### src/rtl/reg_scoreboard_pkg.sv
// basicparams: shared scoreboard depth, instruction-id type and entry record
package basicparams;
  localparam int SB_DEPTH = 4;
  localparam int ID_W = 8;
  typedef logic [ID_W-1:0] IId;
  typedef struct packed {
    logic valid;
    logic [4:0] rd;
    IId id;
  } SbEntry;
endpackage

### src/rtl/reg_scoreboard_if.sv
// reg_scoreboard_if: issue/writeback/flush/query bundle of the scoreboard
// master drives issue_*, wb_*, flush_*, rs*_addr, query_valid and reads the
// busy/stall/full/count/err status; slave is the scoreboard side.
interface reg_scoreboard_if
  import basicparams::*;
#(
  parameter int DEPTH = SB_DEPTH
);
  localparam int CW = $clog2(DEPTH) + 1;
  logic issue_valid;
  logic issue_rf_wen;
  logic [4:0] issue_rd;
  IId issue_id;
  logic wb_valid;
  logic [4:0] wb_rd;
  logic flush_valid;
  logic [CW-1:0] flush_cnt;
  logic [4:0] rs1_addr;
  logic [4:0] rs2_addr;
  logic query_valid;
  logic rs1_busy;
  logic rs2_busy;
  logic sb_stall;
  logic sb_full;
  logic [CW-1:0] sb_count;
  logic sb_err;
  modport master (
    output issue_valid, issue_rf_wen, issue_rd, issue_id, wb_valid, wb_rd,
           flush_valid, flush_cnt, rs1_addr, rs2_addr, query_valid,
    input  rs1_busy, rs2_busy, sb_stall, sb_full, sb_count, sb_err
  );
  modport slave (
    input  issue_valid, issue_rf_wen, issue_rd, issue_id, wb_valid, wb_rd,
           flush_valid, flush_cnt, rs1_addr, rs2_addr, query_valid,
    output rs1_busy, rs2_busy, sb_stall, sb_full, sb_count, sb_err
  );
endinterface

### src/rtl/reg_scoreboard_sb_match.sv
// sb_match: hit when a nonzero address equals the rd of any valid entry
// addr in 5, entries in DEPTH x SbEntry, hit out 1.
module sb_match
  import basicparams::*;
#(
  parameter int DEPTH = SB_DEPTH
) (
  input  logic [4:0] addr,
  input  SbEntry     entries [DEPTH],
  output logic       hit
);
  always_comb begin
    hit = 1'b0;
    for (int i = 0; i < DEPTH; i++) hit = hit | (entries[i].valid && entries[i].rd == addr);
    hit = hit && (addr != '0);
  end
endmodule

### src/rtl/reg_scoreboard.sv
// reg_scoreboard: in-order rd scoreboard with writeback pop and youngest-first flush
// clk, rst_n (async active-low) plain ports; everything else via sb (slave modport).
module reg_scoreboard
  import basicparams::*;
#(
  parameter int DEPTH = SB_DEPTH
) (
  input logic clk,
  input logic rst_n,
  reg_scoreboard_if.slave sb
);
  localparam int PW = $clog2(DEPTH);
  localparam int CW = PW + 1;
  SbEntry entries_q [DEPTH];
  SbEntry entries_d [DEPTH];
  logic [PW-1:0] head_q, head_d, tail_q, tail_d;
  logic [CW-1:0] count_q, count_d, after_pop, n_flush;
  logic err_q, err_d, full, do_pop, want_push, push;
  always_comb begin
    full = count_q == CW'(DEPTH);
    do_pop = sb.wb_valid && count_q != '0;
    want_push = sb.issue_valid && sb.issue_rf_wen && sb.issue_rd != '0 && !sb.flush_valid;
    push = want_push && !full;
    after_pop = count_q - CW'(do_pop);
    // flush happens after the pop and can never remove more than remains
    n_flush = sb.flush_valid ? (sb.flush_cnt < after_pop ? sb.flush_cnt : after_pop) : '0;
    count_d = after_pop - n_flush + CW'(push);
    head_d = head_q + PW'(do_pop);
    tail_d = tail_q - PW'(n_flush) + PW'(push);
    err_d = err_q | (want_push && full)
          | (sb.wb_valid && (count_q == '0 || sb.wb_rd != entries_q[head_q].rd));
    entries_d = entries_q;
    // slot i is among the n_flush youngest when its distance behind tail is < n_flush
    for (int i = 0; i < DEPTH; i++)
      if (CW'(PW'(tail_q - PW'(i) - PW'(1))) < n_flush) entries_d[i].valid = 1'b0;
    if (do_pop) entries_d[head_q].valid = 1'b0;
    if (push) entries_d[tail_q] = '{valid: 1'b1, rd: sb.issue_rd, id: sb.issue_id};
  end
  always_ff @(posedge clk or negedge rst_n)
    if (!rst_n) begin
      entries_q <= '{default: '0};
      head_q <= '0;
      tail_q <= '0;
      count_q <= '0;
      err_q <= 1'b0;
    end else begin
      entries_q <= entries_d;
      head_q <= head_d;
      tail_q <= tail_d;
      count_q <= count_d;
      err_q <= err_d;
    end
  sb_match #(.DEPTH(DEPTH)) u_rs1 (.addr(sb.rs1_addr), .entries(entries_q), .hit(sb.rs1_busy));
  sb_match #(.DEPTH(DEPTH)) u_rs2 (.addr(sb.rs2_addr), .entries(entries_q), .hit(sb.rs2_busy));
  assign sb.sb_stall = sb.query_valid && (sb.rs1_busy || sb.rs2_busy);
  assign sb.sb_full = full;
  assign sb.sb_count = count_q;
  assign sb.sb_err = err_q;
endmodule

### src/flat_wrapper.sv
// flat-port wrapper written by rule: the top's interface ports become plain ports
module reg_scoreboard_flat import basicparams::*;
#(
  parameter int DEPTH = SB_DEPTH
)
  (clk, rst_n, sb_issue_valid, sb_issue_rf_wen, sb_issue_rd, sb_issue_id, sb_wb_valid, sb_wb_rd, sb_flush_valid, sb_flush_cnt, sb_rs1_addr, sb_rs2_addr, sb_query_valid, sb_rs1_busy, sb_rs2_busy, sb_sb_stall, sb_sb_full, sb_sb_count, sb_sb_err);
  reg_scoreboard_if #(.DEPTH(DEPTH)) sb_i ();
  input logic clk;
  input logic rst_n;
  input wire logic [$bits(sb_i.issue_valid)-1:0] sb_issue_valid;
  input wire logic [$bits(sb_i.issue_rf_wen)-1:0] sb_issue_rf_wen;
  input wire logic [$bits(sb_i.issue_rd)-1:0] sb_issue_rd;
  input wire logic [$bits(sb_i.issue_id)-1:0] sb_issue_id;
  input wire logic [$bits(sb_i.wb_valid)-1:0] sb_wb_valid;
  input wire logic [$bits(sb_i.wb_rd)-1:0] sb_wb_rd;
  input wire logic [$bits(sb_i.flush_valid)-1:0] sb_flush_valid;
  input wire logic [$bits(sb_i.flush_cnt)-1:0] sb_flush_cnt;
  input wire logic [$bits(sb_i.rs1_addr)-1:0] sb_rs1_addr;
  input wire logic [$bits(sb_i.rs2_addr)-1:0] sb_rs2_addr;
  input wire logic [$bits(sb_i.query_valid)-1:0] sb_query_valid;
  output wire logic [$bits(sb_i.rs1_busy)-1:0] sb_rs1_busy;
  output wire logic [$bits(sb_i.rs2_busy)-1:0] sb_rs2_busy;
  output wire logic [$bits(sb_i.sb_stall)-1:0] sb_sb_stall;
  output wire logic [$bits(sb_i.sb_full)-1:0] sb_sb_full;
  output wire logic [$bits(sb_i.sb_count)-1:0] sb_sb_count;
  output wire logic [$bits(sb_i.sb_err)-1:0] sb_sb_err;
  assign sb_i.issue_valid = sb_issue_valid;
  assign sb_i.issue_rf_wen = sb_issue_rf_wen;
  assign sb_i.issue_rd = sb_issue_rd;
  assign sb_i.issue_id = sb_issue_id;
  assign sb_i.wb_valid = sb_wb_valid;
  assign sb_i.wb_rd = sb_wb_rd;
  assign sb_i.flush_valid = sb_flush_valid;
  assign sb_i.flush_cnt = sb_flush_cnt;
  assign sb_i.rs1_addr = sb_rs1_addr;
  assign sb_i.rs2_addr = sb_rs2_addr;
  assign sb_i.query_valid = sb_query_valid;
  assign sb_rs1_busy = sb_i.rs1_busy;
  assign sb_rs2_busy = sb_i.rs2_busy;
  assign sb_sb_stall = sb_i.sb_stall;
  assign sb_sb_full = sb_i.sb_full;
  assign sb_sb_count = sb_i.sb_count;
  assign sb_sb_err = sb_i.sb_err;
  reg_scoreboard #(.DEPTH(DEPTH)) u_core (.clk(clk), .rst_n(rst_n), .sb(sb_i));
endmodule
### config.mk
export PLATFORM = sky130hd
export DESIGN_NAME = reg_scoreboard_flat
export DESIGN_NICKNAME = d
export VERILOG_FILES = /design/src/rtl/reg_scoreboard_pkg.sv /design/src/rtl/reg_scoreboard_if.sv /design/src/rtl/reg_scoreboard_sb_match.sv /design/src/rtl/reg_scoreboard.sv /design/src/flat_wrapper.sv
export SDC_FILE = /design/constraint.sdc
export NUM_CORES = 1
export LEC_CHECK = 0
export CORE_MARGIN = 1
export CORE_UTILIZATION = 40
export CTS_BUF_LIST = sky130_fd_sc_hd__clkbuf_4 sky130_fd_sc_hd__clkbuf_8
export DETAILED_ROUTE_END_ITERATION = 7
export SLEW_MARGIN = 20
export SYNTH_ARGS = -nofsm -noshare
export SYNTH_HDL_FRONTEND = slang
export SYNTH_SLANG_ARGS = --single-unit
### constraint.sdc
create_clock -name clk -period 6 [get_ports clk]
set_input_delay 1.5 -clock clk [delete_from_list [all_inputs] [get_ports clk]]
set_output_delay 1.5 -clock clk [all_outputs]
set_load 0.01 [all_outputs]
==> metrics.txt <==
status completed; starting DRC count in detailed routing 114; Synth Instances 233; Synth cell types 34; Net count, final 319; non-filler cells, final 339; GRT Resource Usage Total 0.203; HP Class register to register; vias in the first global route 1794; # DRC 0; VDD IR max 0.250 mV; gr ovfl total 0; number of hold violations in the final report 0; DIE WIDTH 79.3 um; top cells by count, synth 39 x xor2_1, 32 x dfrtp_1, 20 x mux2_2; cell mode on critical path clkdlybuf4s50_1; post-synth top area share 0.335; crit end category output pin; root buffer cell clkbuf_8; Post-Synthesis Mean Instance Area 10.2 um^2; CP Launch Type input pin; Tmin final 5.09 ns; asr flop ratio synth 1.00; min setup slack post-route 0.908 ns; Synth Cell Area ~2400 um^2; crit path max fanout 5; Post-Synthesis Net Count 286; Layout Utilization 0.519; clock buffer depth 2; P_leak 1.27 nW; Flop pwr share 0.344; total power per unit cell area between 400 and 500 nW/um^2; final hold slack between 0.4 and 0.5 ns; Synth Area in Compound Gates 0.0681; Post-CTS Setup Repair Bufs 0; max-slew violations 0; number of antenna violations at the first check in global routing 0; GP Congestion 0.942; PostCTS Resize Cnt 0; H-tree depth 2; Req. time, crit path ~4.5 ns; CTS Hold Bufs 0; Placed Cells 331; Final Power 1.40 mW; mux cell area share after synthesis 0.145; pre-CTS setup slack 0.921 ns; Vias/cell 5.40; CP max stage delay 0.55 ns; Worst-path clk slew ~0.060 ns; Fin Setup TNS 0 ns; dpl hpwl between 4000 and 5000 um; Synth Warn # 0; worst relative slew slack 0.653; Num CTS Buffers 5; share of cells above drive strength 1 0.135; Slew @ Worst Pin 0.521 ns; Inserted Diodes 0; prevailing post-synth register cell dfrtp_1; largest net degree at the start of global routing 33; simple-gate portion of the synthesized area 0.121; Combinational Power Share 0.495; design area 2930 um^2; CP cell instances clkdlybuf4s50_1 -> xor2_1 -> nor4_1 -> nand3_1 -> and4_1 -> o22ai_1 -> clkdlybuf4s50_1; number of synthesized flops with an enable pin 0; core area 5640 um^2; row count 27; Max Clk Rate ~200 MHz; Net Sw Frac 0.403; top-count cell post-synth xor2_1; xor and xnor fraction of the mapped netlist area 0.198; Synth area leaders dfrtp_1 34%, xor2_1 14%, mux2_2 9.4%; Seq/Total Area, Yosys 0.335; first-pass GRT wire length 9350 um; crit path max-delay cell type clkdlybuf4s50_1; setup violators final 0; post-route ant nets 0; Area after DPL 2800 um^2; CP delay by family, top buffers and inverters; WL/cell between 15 and 20 um; Clk Latency, worst-skew pair 0.28 ns; Die ar. 6280 um^2; Int Pwr 0.838 mW; area delta synth->final 22.7%; RSZ-0062 raised after global routing false; final wirelength 5970 um; I/O pins 46; First-pass DRT Iterations 4; post-synth top area cell dfrtp_1; CP arrival 3.59 ns; synthesized flop and latch total 32; largest family of logic cells by synthesized area XOR/XNOR gates; vias post-DR approximately 1800; Synth Area in Adders 0.0860; Crit Path Class input pin to output pin; Sink Count 32; Initial Utilization 0.423; Clock Skew 0.00879 ns; clock group share of total power 0.161; Buf/Inv on CP 2; number of max-cap violations 0; Sw Pwr 0.566 mW; Port-buffer cells 37; Die H ~80 um; CTS tree done; fin crit share 0.849
path summary, 6_finish.rpt:
| kind | to | slack, ns | start | cells past startpoint |
|---|---|---|---|---|
| max reg2reg | u_core.sb.sb_count[2] | 2.43 | u_core.sb.sb_count[2] | 15 |
| min | u_core.sb.sb_err | 0.50 | u_core.sb.sb_err | 1 |
| max in group asynchronous | u_core.sb.sb_err | 4.07 | rst_n | 2 |
| min in group asynchronous | u_core.sb.sb_count[1] | 1.61 | rst_n | 2 |
| max | sb_sb_stall | 0.91 | sb_rs2_addr[3] | 7 |
| min reg2reg | u_core.sb.sb_err | 0.50 | u_core.sb.sb_err | 1 |
final cells by class:
cell class / instances / area [um^2]
Timing Repair Buffer: 38 / 378
Multi-Input combinational cell: 173 / 1470
Sequential cell: 32 / 801
Tap cell: 72 / 90.1
Clock buffer: 7 / 96.3
Inverter: 16 / 60.1
Fill cell: 499 / 2710
Clock inverter: 1 / 30.0
logic make-up after synthesis:
family / after synthesis
DFF: 32
buffers and inverters: 28
xor gates and xnor gates: 54
AOI/OAI and AO/OA: 25
adders and majority gates: 16
and+or+nand+nor: 53
muxes: 25
metal layers:
| metal | global-route usage | vias up | part of all wire |
|---|---|---|---|
| met1 | 0.271 | 885 | 0.48 |
| met2 | 0.319 | 51 | 0.45 |
| met5 | 0 | - | 0 |
| met3 | 0.0391 | 12 | 0.040 |
| li1 | - | 883 | - |
| met4 | 0.0855 | 0 | 0.028 |
cell usage in the layout, fill, tap and decap left out, types with 2 or more instances in the layout:
master           count
a21oi_1              9
and4_1               2
clkbuf_8             7
clkdlybuf4s50_1     37
dfrtp_1             32
ha_1                14
inv_1               16
mux2_2              20
mux4_1               2
mux4_2               3
nand2_1              8
nand2_2              4
nand3_1              8
nor2_1               7
nor3_1               7
nor4_1               9
o2111ai_1            2
o211ai_1             3
o21ai_0              5
or4_1                5
xnor2_1             15
xor2_1              39
power groups by stage:
stage / Clock (mW) / Combinational (mW) / Sequential (mW)
5_1_grt: 0.246 / 0.775 / 0.499
3_5_place_dp: 0 / 0.695 / 0.485
6_report: 0.227 / 0.694 / 0.483
3_3_place_gp: 0 / 0.686 / 0.481
4_1_cts: 0.232 / 0.699 / 0.482
2_1_floorplan: 0 / 0.549 / 0.424
registers in the layout, summed over array words and instances, names as in the netlist:
register            flops
u_core.sb.sb_count      3
u_core.sb.sb_err        1
u_core.tail_q           2
u_core.entries_q       24
u_core.head_q           2
(Power assumes the default switching activity.)
